**src/rtl/ltc2308_scan_ctrl.sv**
```systemverilog
// ltc2308_scan_ctrl
// Scan sequencer for the LTC2308 8-channel 12-bit SPI ADC. Walks the enabled
// channels in ascending order, drives CONVST/SCK/SDI, deserialises SDO and
// keeps the latest result of each channel in an 8-entry bank. The ADC applies
// a config word to the conversion after the one it arrives with, so every
// scan opens with a prime frame whose returned data is thrown away.

module ltc2308_scan_ctrl #(
    parameter int CONV_CYCLES = 80,
    parameter int SCK_DIV     = 2,
    parameter int ACQ_CYCLES  = 13
) (
    input  logic        clk,
    input  logic        reset,
    input  logic        start,
    input  logic        continuous,
    input  logic [7:0]  ch_mask,
    output logic        busy,
    output logic        scan_done,
    output logic        sample_valid,
    output logic [2:0]  sample_ch,
    output logic [11:0] sample_data,
    input  logic [2:0]  rd_ch,
    output logic [11:0] rd_data,
    output logic        adc_convst,
    output logic        adc_sck,
    output logic        adc_sdi,
    input  logic        adc_sdo
);

    typedef enum logic [1:0] {
        ST_IDLE  = 2'd0,
        ST_CONV  = 2'd1,
        ST_SHIFT = 2'd2,
        ST_ACQ   = 2'd3
    } state_t;

    localparam logic [15:0] CONV_LAST = 16'(CONV_CYCLES - 1);
    localparam logic [15:0] DIV_LAST  = 16'(SCK_DIV - 1);
    localparam logic [15:0] ACQ_LAST  = 16'(ACQ_CYCLES - 1);

    // Config word, MSB first: SD=1 (single-ended), OS, S1, S0, UNI=1, SLP=0
    function automatic logic [5:0] cfg_word(input logic [2:0] ch);
        cfg_word = {1'b1, ch[0], ch[2], ch[1], 1'b1, 1'b0};
    endfunction

    // Lowest enabled channel of a mask (0 when the mask is empty)
    function automatic logic [2:0] lowest_ch(input logic [7:0] mask);
        lowest_ch = 3'd0;
        for (int i = 7; i >= 0; i--) begin
            lowest_ch = mask[i] ? 3'(i) : lowest_ch;
        end
    endfunction

    // Next enabled channel strictly above cur: {found, channel}
    function automatic logic [3:0] next_ch(input logic [7:0] mask, input logic [2:0] cur);
        next_ch = 4'd0;
        for (int i = 7; i >= 0; i--) begin
            next_ch = (mask[i] && (3'(i) > cur)) ? {1'b1, 3'(i)} : next_ch;
        end
    endfunction

    // SDI level for SHIFT bit k: config bits first, zeros for the remainder
    function automatic logic sdi_bit(input logic [5:0] cfg, input logic [3:0] k);
        logic [2:0] idx;
        idx     = 3'(4'd5 - k);
        sdi_bit = (k < 4'd6) ? cfg[idx] : 1'b0;
    endfunction

    state_t      state_q, state_d;
    logic [15:0] cnt_q, cnt_d;
    logic [3:0]  bit_q, bit_d;
    logic        hi_q, hi_d;
    logic [7:0]  mask_q, mask_d;
    logic [2:0]  cur_ch_q, cur_ch_d;
    logic        prime_q, prime_d;
    logic [5:0]  cfg_q, cfg_d;
    logic [11:0] sreg_q, sreg_d;
    logic        convst_q, convst_d;
    logic        sck_q, sck_d;
    logic        sdi_q, sdi_d;
    logic        busy_q, busy_d;
    logic        scan_done_q, scan_done_d;
    logic        sample_valid_q, sample_valid_d;
    logic [2:0]  sample_ch_q, sample_ch_d;
    logic [11:0] sample_data_q, sample_data_d;
    logic [11:0] rd_data_q, rd_data_d;
    logic [11:0] result_q [8];
    logic [11:0] result_d [8];
    logic        start_scan_s;
    logic [3:0]  nxt_s;
    logic [3:0]  nxt2_s;

    // Next-state, pin and result-bank logic for the scan sequencer
    always_comb begin
        state_d        = state_q;
        cnt_d          = cnt_q;
        bit_d          = bit_q;
        hi_d           = hi_q;
        mask_d         = mask_q;
        cur_ch_d       = cur_ch_q;
        prime_d        = prime_q;
        cfg_d          = cfg_q;
        sreg_d         = sreg_q;
        convst_d       = convst_q;
        sck_d          = sck_q;
        sdi_d          = sdi_q;
        busy_d         = busy_q;
        scan_done_d    = 1'b0;
        sample_valid_d = 1'b0;
        sample_ch_d    = sample_ch_q;
        sample_data_d  = sample_data_q;
        result_d       = result_q;
        rd_data_d      = result_q[rd_ch];
        start_scan_s   = 1'b0;
        nxt_s          = next_ch(mask_q, cur_ch_q);
        nxt2_s         = next_ch(mask_q, nxt_s[2:0]);

        case (state_q)
            ST_IDLE: begin
                if ((start || continuous) && (ch_mask != 8'd0)) begin
                    start_scan_s = 1'b1;
                end else begin
                    state_d = ST_IDLE;
                end
            end
            ST_CONV: begin
                if (cnt_q == CONV_LAST) begin
                    state_d  = ST_SHIFT;
                    cnt_d    = 16'd0;
                    bit_d    = 4'd0;
                    hi_d     = 1'b0;
                    convst_d = 1'b0;
                    sck_d    = 1'b0;
                    sdi_d    = cfg_q[5];
                end else begin
                    cnt_d = cnt_q + 16'd1;
                end
            end
            ST_SHIFT: begin
                if (cnt_q != DIV_LAST) begin
                    cnt_d = cnt_q + 16'd1;
                end else if (!hi_q) begin
                    // rising SCK: capture SDO, MSB first
                    hi_d   = 1'b1;
                    sck_d  = 1'b1;
                    sreg_d = {sreg_q[10:0], adc_sdo};
                    cnt_d  = 16'd0;
                end else if (bit_q == 4'd11) begin
                    state_d = ST_ACQ;
                    hi_d    = 1'b0;
                    sck_d   = 1'b0;
                    sdi_d   = 1'b0;
                    cnt_d   = 16'd0;
                end else begin
                    bit_d = bit_q + 4'd1;
                    hi_d  = 1'b0;
                    sck_d = 1'b0;
                    sdi_d = sdi_bit(cfg_q, bit_q + 4'd1);
                    cnt_d = 16'd0;
                end
            end
            ST_ACQ: begin
                if ((cnt_q == 16'd0) && !prime_q) begin
                    result_d[cur_ch_q] = sreg_q;
                    sample_valid_d     = 1'b1;
                    sample_ch_d        = cur_ch_q;
                    sample_data_d      = sreg_q;
                    scan_done_d        = !nxt_s[3];
                end else begin
                    sample_valid_d = 1'b0;
                end
                if (cnt_q != ACQ_LAST) begin
                    cnt_d = cnt_q + 16'd1;
                end else if (prime_q) begin
                    // prime done: first data frame returns cur_ch, requests the next one
                    prime_d  = 1'b0;
                    state_d  = ST_CONV;
                    cnt_d    = 16'd0;
                    convst_d = 1'b1;
                    cfg_d    = nxt_s[3] ? cfg_word(nxt_s[2:0]) : cfg_word(cur_ch_q);
                end else if (nxt_s[3]) begin
                    cur_ch_d = nxt_s[2:0];
                    state_d  = ST_CONV;
                    cnt_d    = 16'd0;
                    convst_d = 1'b1;
                    cfg_d    = nxt2_s[3] ? cfg_word(nxt2_s[2:0]) : cfg_word(nxt_s[2:0]);
                end else if (continuous && (ch_mask != 8'd0)) begin
                    start_scan_s = 1'b1;
                end else begin
                    state_d = ST_IDLE;
                    cnt_d   = 16'd0;
                    busy_d  = 1'b0;
                end
            end
            default: begin
                state_d  = ST_IDLE;
                busy_d   = 1'b0;
                convst_d = 1'b0;
                sck_d    = 1'b0;
                sdi_d    = 1'b0;
            end
        endcase

        // New scan: latch the mask and open with a prime frame for the lowest channel
        if (start_scan_s) begin
            state_d  = ST_CONV;
            cnt_d    = 16'd0;
            mask_d   = ch_mask;
            cur_ch_d = lowest_ch(ch_mask);
            prime_d  = 1'b1;
            cfg_d    = cfg_word(lowest_ch(ch_mask));
            convst_d = 1'b1;
            busy_d   = 1'b1;
            sck_d    = 1'b0;
            sdi_d    = 1'b0;
        end else begin
            mask_d = mask_d;
        end
    end

    // State, pins, outputs and result bank; reset aborts any frame in flight
    always_ff @(posedge clk or posedge reset) begin
        if (reset) begin
            state_q        <= ST_IDLE;
            cnt_q          <= 16'd0;
            bit_q          <= 4'd0;
            hi_q           <= 1'b0;
            mask_q         <= 8'd0;
            cur_ch_q       <= 3'd0;
            prime_q        <= 1'b0;
            cfg_q          <= 6'd0;
            sreg_q         <= 12'd0;
            convst_q       <= 1'b0;
            sck_q          <= 1'b0;
            sdi_q          <= 1'b0;
            busy_q         <= 1'b0;
            scan_done_q    <= 1'b0;
            sample_valid_q <= 1'b0;
            sample_ch_q    <= 3'd0;
            sample_data_q  <= 12'd0;
            rd_data_q      <= 12'd0;
            for (int i = 0; i < 8; i++) begin
                result_q[i] <= 12'd0;
            end
        end else begin
            state_q        <= state_d;
            cnt_q          <= cnt_d;
            bit_q          <= bit_d;
            hi_q           <= hi_d;
            mask_q         <= mask_d;
            cur_ch_q       <= cur_ch_d;
            prime_q        <= prime_d;
            cfg_q          <= cfg_d;
            sreg_q         <= sreg_d;
            convst_q       <= convst_d;
            sck_q          <= sck_d;
            sdi_q          <= sdi_d;
            busy_q         <= busy_d;
            scan_done_q    <= scan_done_d;
            sample_valid_q <= sample_valid_d;
            sample_ch_q    <= sample_ch_d;
            sample_data_q  <= sample_data_d;
            rd_data_q      <= rd_data_d;
            for (int i = 0; i < 8; i++) begin
                result_q[i] <= result_d[i];
            end
        end
    end

    assign busy         = busy_q;
    assign scan_done    = scan_done_q;
    assign sample_valid = sample_valid_q;
    assign sample_ch    = sample_ch_q;
    assign sample_data  = sample_data_q;
    assign rd_data      = rd_data_q;
    assign adc_convst   = convst_q;
    assign adc_sck      = sck_q;
    assign adc_sdi      = sdi_q;

endmodule

```
**config.mk**
```make
export PLATFORM = sky130hd
export DESIGN_NAME = ltc2308_scan_ctrl
export DESIGN_NICKNAME = d
export VERILOG_FILES = /design/src/rtl/ltc2308_scan_ctrl.sv
export SDC_FILE = /design/constraint.sdc
export NUM_CORES = 1
export LEC_CHECK = 0
export BUFFER_PORTS_ARGS = -buffer_cell sky130_fd_sc_hd__buf_2
export CAP_MARGIN = 20
export CORE_MARGIN = 3
export CORE_UTILIZATION = 61
export DETAILED_ROUTE_END_ITERATION = 8
export PLACE_DENSITY_LB_ADDON = 0.3
export REMOVE_ABC_BUFFERS = 1
export SYNTH_ARGS = -nofsm -noshare
export SYNTH_HDL_FRONTEND = slang
export SYNTH_SLANG_ARGS = --single-unit
```
**constraint.sdc**
```tcl
create_clock -name clk -period 7.4 [get_ports clk]
set_input_delay 0.37 -clock clk [delete_from_list [all_inputs] [get_ports clk]]
set_output_delay 0.37 -clock clk [all_outputs]
set_load 0.005 [all_outputs]
```
==> key figures, run 1 <==
Yosys
  – Top cell type's share of synthesized area: 0.517
  – Ys flop type: dfrtp_1
  – Area contributors post-synth: dfrtp_1 52%, mux2_2 16%, mux4_2 6.2%, nand2_1 2.5%, o21ai_0 2.3%
  – Warnings from Yosys: 0
  – Post-synth EDFFs: 0
  – Synth Area per Inst: approximately 12 um^2
  – Async S/R FF share, synth: 1.00
  – Synth Instances: 710
  – Post-synth top cells: 179 x dfrtp_1, 121 x mux2_2, 57 x nand2_1, 40 x o21ai_0, 37 x nor2_1
  – Synth cell types: 69
  – Synth area leader: dfrtp_1
  – Synthesized area: ~8700 um^2
  – Seq cells post-synth: roughly 180
  – Register area share after synthesis: 0.517
  – Most common cell in the netlist: dfrtp_1

Global route
  – Largest net degree at the start of global routing: 100
  – First-pass GRT wire length: 30900 um
  – Global route overflow: 0
  – Tot GR Track Use: 0.244
  – Antenna violations before repair: 0
  – Vias in the first global route: 5898

Pwr
  – Flop pwr share: 0.527
  – Worst-case vdd ir drop: between 150 and 200 uV
  – Static leakage: around 4.7 nW
  – Internal power: approximately 1.5 mW
  – Clock Power Share: 0.449
  – Combinational share of power: 0.024
  – Switching Fraction: 0.210
  – Psw: 391 uW
  – Cell Pwr Density: 195 nW/um^2

Final layout
  – Final Cell Area: between 9000 and 10000 um^2
  – Diode count: 0
  – Syn-to-layout area delta: 9.89%
  – Final #Nets: approximately 760
  – Share of cells above drive strength 1: 0.324
  – Filler cells: between 900 and 1k

Routing
  – Vias/cell: 6.29
  – Number of iterations in the first detailed-routing pass: 6
  – 1st-iter DRT viols: between 400 and 500
  – DRC violations left: 0
  – Routed Antenna Nets: 0
  – Vias after detailed routing: roughly 5.8k
  – Final WL: approximately 18000 um
  – DR WL/cell: about 20 um

Timing
  – Final Max Tran Viols: 0
  – Setup TNS Final: 0 ps
  – Fmax: approximately 260 MHz
  – Setup violators final: 0
  – RSZ-0062 raised after global routing: false
  – Final period util: 0.516
  – Slew HR: 0.311
  – Final hold violation count: 0
  – Minimum clock period: 3820 ps
  – Worst Tran Pin Value: ~1000 ps
  – Skew final: between 9 and 10 ps

Critical path
  – Crit path arrival time: 4120 ps
  – Critical Path Stages: 6
  – Delay-heaviest family, CP: simple AND/OR/NAND/NOR gates
  – Crit-path slowest cell: and4_1
  – RR Startpoint: cnt_q[15]
  – RR Endpoint: result_q[51]
  – Crit. End Element: flop
  – WP buf/inv: 0
  – Crit path launch type: flop
  – Max Fanout on Critical Path: 22
  – End point of the critical path: result_q[51]
  – Crit. Startpoint: cnt_q[15]
  – Delay of the slowest cell on the worst path: between 800 and 900 ps
  – Critical-path cell list: nor4_2, and4b_1, and2_4, and4_1, nand4b_1, mux2_2
  – WS Path Type: flop to flop
  – Worst reg-to-reg path cell count: 6
  – Worst R2R Setup Slack: around 3600 ps
  – Worst path required time: between 7000 and 8000 ps

Hold path
  – Min-Delay Path Class: input pin to async pin

Die
  – Core Rows: 42
  – Top Ports: between 40 and 50
  – DIE AREA: 15700 um^2
  – Die width: between 100 and 150 um
  – Initial Utilization: 0.639
  – Core footprint: roughly 14000 um^2
  – Die Y: between 100 and 150 um

CTS
  – Cts hold-fix bufs: 0
  – PostCTS Resize Cnt: 0
  – CTS Buf Count: 17
  – Setup Buffers After CTS: 0
  – Clock sinks: about 180
  – Clock Pin Slew Worst Setup and Hold Paths: approximately 60 ps
  – H-tree Lvls: 4
  – CTS tree: done
  – Clock Path Buffers: 2
  – Clk_lat worst skew: around 420 ps
  – Root buffer cell: clkbuf_16

Placed design
  – Gp weighted congestion: 0.940
  – Area of placed instances: 8940 um^2
  – Final HPWL DP: about 12000 um
  – Port Buf Inserts: between 40 and 50

Run
  – Max-Cap Viols: 0

Status
  – Status: complete, no violations
## power by group through the flow
stage / registers, mW / clock network, mW / logic (mW)
after floorplan: 0.999 / 0 / 0.0250
after global placement: 0.999 / 0 / 0.0448
after detailed placement: 0.999 / 0 / 0.0462
after CTS: 0.981 / 0.848 / 0.0464
after global routing: 0.980 / 0.893 / 0.0507
final: 0.981 / 0.835 / 0.0445
## state kept, by name (all words and copies together), names as in the netlist, 2 cells and up
register and cells:
rd_data 12, cur_ch_q 3, bit_q 4, mask_q 7, cfg_q 4, sample_ch 3, state_q 2, sample_data 12
sreg_q 12, cnt_q 16, result_q 96
## logic make-up after synthesis
logic type	synth area share
buffers and inverters	0.0300
AOI/OAI and AO/OA	0.0909
DFF	0.517
muxes	0.243
and+or+nand+nor	0.106
adders and majority gates	0.0116
xor gates and xnor gates	0.00202
## through the flow
step	utilization	power (mW)	cells	hold WS [ps]	worst slack, ps
floorplan	-	1.02	661	453	2170
global placement	0.659	1.04	887	462	3580
detailed placement	0.659	1.04	887	474	3380
CTS	0.699	1.87	916	166	3380
global route	0.702	1.92	920	167	3330
finish	0.702	1.86	920	143	3580
## worst register-to-register path: stages (launching register included)
cell      delay (ps)
dfrtp_1          410
nor4_2           470
and4b_1          290
and2_4           170
and4_1           890
nand4b_1         900
mux2_2           570
## routing by layer
metal	GRT usage	vias up	share of wire
met2	0.411	157	0.52
met5	0	-	0
met3	0.0529	15	0.041
met4	0.0676	0	0.011
met1	0.326	2975	0.43
li1	-	2636	-
## layout make-up
class,count,area [um^2],share of cell area
sequential,179,4480,0.471
multi-input combinational,467,3920,0.412
clock buffer,22,464,0.0488
timing repair buffer,54,293,0.0308
tap,176,220,0.0231
clock inverter,7,78.8,0.00828
inverter,15,61.3,0.00644
## worst min path at each step
stage | slack, ps | depth (start not counted) | endpoint | start
after global routing | 170 | 2 | sreg_q[0] | adc_sdo
after global placement | 460 | 1 | result_q[31] | result_q[31]
after CTS | 170 | 2 | sample_data[0] | reset
after floorplan | 450 | 1 | result_q[24] | result_q[24]
final | 140 | 2 | sample_data[1] | reset
after detailed placement | 470 | 1 | result_q[29] | result_q[29]
## placed cells by master (no fill, tap or decap), types with 3 or more instances in the layout
cell,synthesis,layout
dfrtp_1,179,179
mux2_2,121,121
nand2_1,57,57
buf_2,13,48
o21ai_0,40,40
nor2_1,37,37
mux4_2,24,24
a21oi_1,19,19
clkbuf_16,0,17
inv_1,15,14
mux2_1,14,14
and3_1,14,14
nand3_1,10,10
nor3_1,9,9
nor2b_1,9,9
a31oi_1,8,8
ha_1,8,8
nand2b_1,6,6
nand4_1,5,5
o31ai_1,5,5
o22ai_1,5,5
o21a_1,4,4
mux2i_1,4,4
a211oi_1,4,4
buf_4,1,4
o31a_1,3,3
a21o_1,3,3
a22o_1,3,3
and2_1,3,3
o21bai_1,3,3
clkinvlp_4,0,3
clkbuf_1,28,3
(Power assumes the default switching activity.)
==> run 2: changes to the inputs <==
Settings changed: CORE_UTILIZATION 61 to 55.
Clock period 7.4 ns to 3.31 ns, I/O delays scaled along.
==> key figures, run 2 (synthesis gave the netlist of run 1 again) <==
Timing
  – Worst Tran Pin Value: 891 ps
  – RSZ-0062 raised after global routing: false
  – Skew final: just over 9 ps
  – Minimum clock period: ~3000 ps
  – Setup violators final: 0
  – Setup ws final: 296 ps
  – Slew HR: 0.406
  – Fmax: approximately 330 MHz
  – Final period util: 0.911
  – Final Max Tran Viols: 0
  – Final hold violation count: 0

Placed design
  – Final HPWL DP: 12500 um
  – Port Buf Inserts: 48
  – Area of placed instances: approximately 9100 um^2
  – Gp weighted congestion: roughly 0.86
  – Pre-CTS WS: approximately 390 ps

Die
  – Die Y: around 130 um
  – Initial Utilization: 0.566
  – Die width: around 130 um
  – Core footprint: 15300 um^2
  – Top Ports: between 40 and 50
  – Core Rows: 45
  – DIE AREA: roughly 17000 um^2

Global route
  – Antenna violations before repair: 0
  – Largest net degree at the start of global routing: between 80 and 90
  – First-pass GRT wire length: ~32000 um
  – Vias in the first global route: 6125
  – Tot GR Track Use: 0.228
  – Global route overflow: 0

CTS
  – CTS Buf Count: 17
  – Root buffer cell: clkbuf_16
  – CTS tree: done
  – PostCTS Resize Cnt: 0
  – Cts hold-fix bufs: 8
  – Clk_lat worst skew: about 430 ps
  – Clock Pin Slew Worst Setup and Hold Paths: 70 ps
  – Setup Buffers After CTS: 0
  – Clock Path Buffers: 2
  – H-tree Lvls: 4
  – Clock sinks: around 180

Critical path
  – WP buf/inv: 0
  – Crit path launch type: flop
  – Worst path most repeated cell: o21ai_0
  – Worst R2R Setup Slack: just under 300 ps
  – Worst path required time: between 3000 and 4000 ps
  – Crit-path slowest cell: dfrtp_1
  – Max Fanout on Critical Path: 20
  – Delay-heaviest family, CP: compound AO/OA/AOI/OAI gates
  – Crit. Startpoint: cur_ch_q[2]
  – WS Path Type: flop to flop
  – RR Endpoint: cnt_q[13]
  – Critical-path cell list: a31oi_1, nor2b_1, nand3_1, o31a_1, and2_1, o21ai_0, o21ai_0
  – Crit path arrival time: around 3300 ps
  – End point of the critical path: cnt_q[13]
  – RR Startpoint: cur_ch_q[2]
  – Delay of the slowest cell on the worst path: roughly 780 ps
  – Critical Path Stages: 7
  – Crit. End Element: flop
  – Worst reg-to-reg path cell count: 7

Hold path
  – Min-Delay Path Class: input pin to flop
  – Hold Startpoint: ch_mask[1]

Routing
  – DR WL/cell: slightly below 20 um
  – 1st-iter DRT viols: 341
  – Routed Antenna Nets: 0
  – Vias/cell: approximately 6.0
  – Number of iterations in the first detailed-routing pass: 5
  – Vias after detailed routing: around 6k
  – Final WL: about 19000 um
  – DRC violations left: 0

Final layout
  – Most frequent cells in the layout: 179 x dfrtp_1, 121 x mux2_2, 57 x nand2_1, 48 x buf_2, 40 x o21ai_0
  – Biggest register: result_q
  – Final #Nets: ~800
  – Filler cells: roughly 1.2k
  – Diode count: 0
  – Commonest non-fill, non-tap cell in the layout: dfrtp_1
  – Largest register FFs: 96
  – Regs by FF count: result_q (96), cnt_q (16)
  – Share of cells above drive strength 1: 0.339
  – Syn-to-layout area delta: 13.0%
  – Final Cell Area: 9790 um^2

Pwr
  – Worst-case vdd ir drop: between 300 and 400 uV
  – Static leakage: slightly below 5 nW
  – Cell Pwr Density: about 440 nW/um^2
  – Total power: between 4 and 5 mW

Run
  – Max-Cap Viols: 0

Status
  – Status: complete, no violations
-- run 2: cell types whose count changed in the layout (fill, tap and decap cells not counted), sizes merged --
cell / delta
buf: +16
dlygate4sd3: +8
inv: +5
clkbuf: -3
clkinv: +3
clkinvlp: -3
bufinv: +1
-- run 2: layer usage --
layer	wire length, um	global-route usage
met2	10000	0.400
met1	8160	0.287
met5	0	0
met3	615	0.0440
met4	311	0.0741
-- run 2: power breakdown --
group / internal (mW) / switching (mW) / total [mW]
Combinational: 0.0348 / 0.0775 / 0.112
Clock: 1.13 / 0.871 / 2.00
Sequential: 2.19 / 0.00160 / 2.19
-- run 2: worst min-delay path, cell delays in order --
cell	delay, ps
buf_2	130
inv_1	70
o21ai_0	80
-- run 2: final cells by class --
| class | instances | area, um^2 | area share |
|---|---|---|---|
| sequential | 179 | 4480 | 0.457 |
| multi-input combinational | 467 | 3920 | 0.401 |
| timing repair buffer | 78 | 485 | 0.0496 |
| clock buffer | 19 | 433 | 0.0442 |
| tap | 211 | 264 | 0.0270 |
| clock inverter | 13 | 146 | 0.0150 |
| inverter | 15 | 61.3 | 0.00626 |
-- run 2: metrics by stage --
| stage | utilization | setup TNS (ps) | hold WS, ps | cells |
|---|---|---|---|---|
| after floorplan | - | -306830 | 278 | 661 |
| after global placement | 0.596 | 0 | 362 | 942 |
| after detailed placement | 0.596 | 0 | 384 | 942 |
| after CTS | 0.639 | 0 | 44.3 | 982 |
| after global routing | 0.639 | 0 | 86.6 | 982 |
| final | 0.639 | 0 | 67.8 | 982 |
-- run 2: worst min path at each step --
stage                          end  slack (ps)  depth (start not counted)
finish                   mask_q[1]          70                          3
global route             mask_q[1]          90                          3
CTS                      mask_q[1]          40                          3
detailed placement  sample_data[0]         380                          2
global placement    sample_data[0]         360                          2
floorplan                mask_q[4]         280                          2
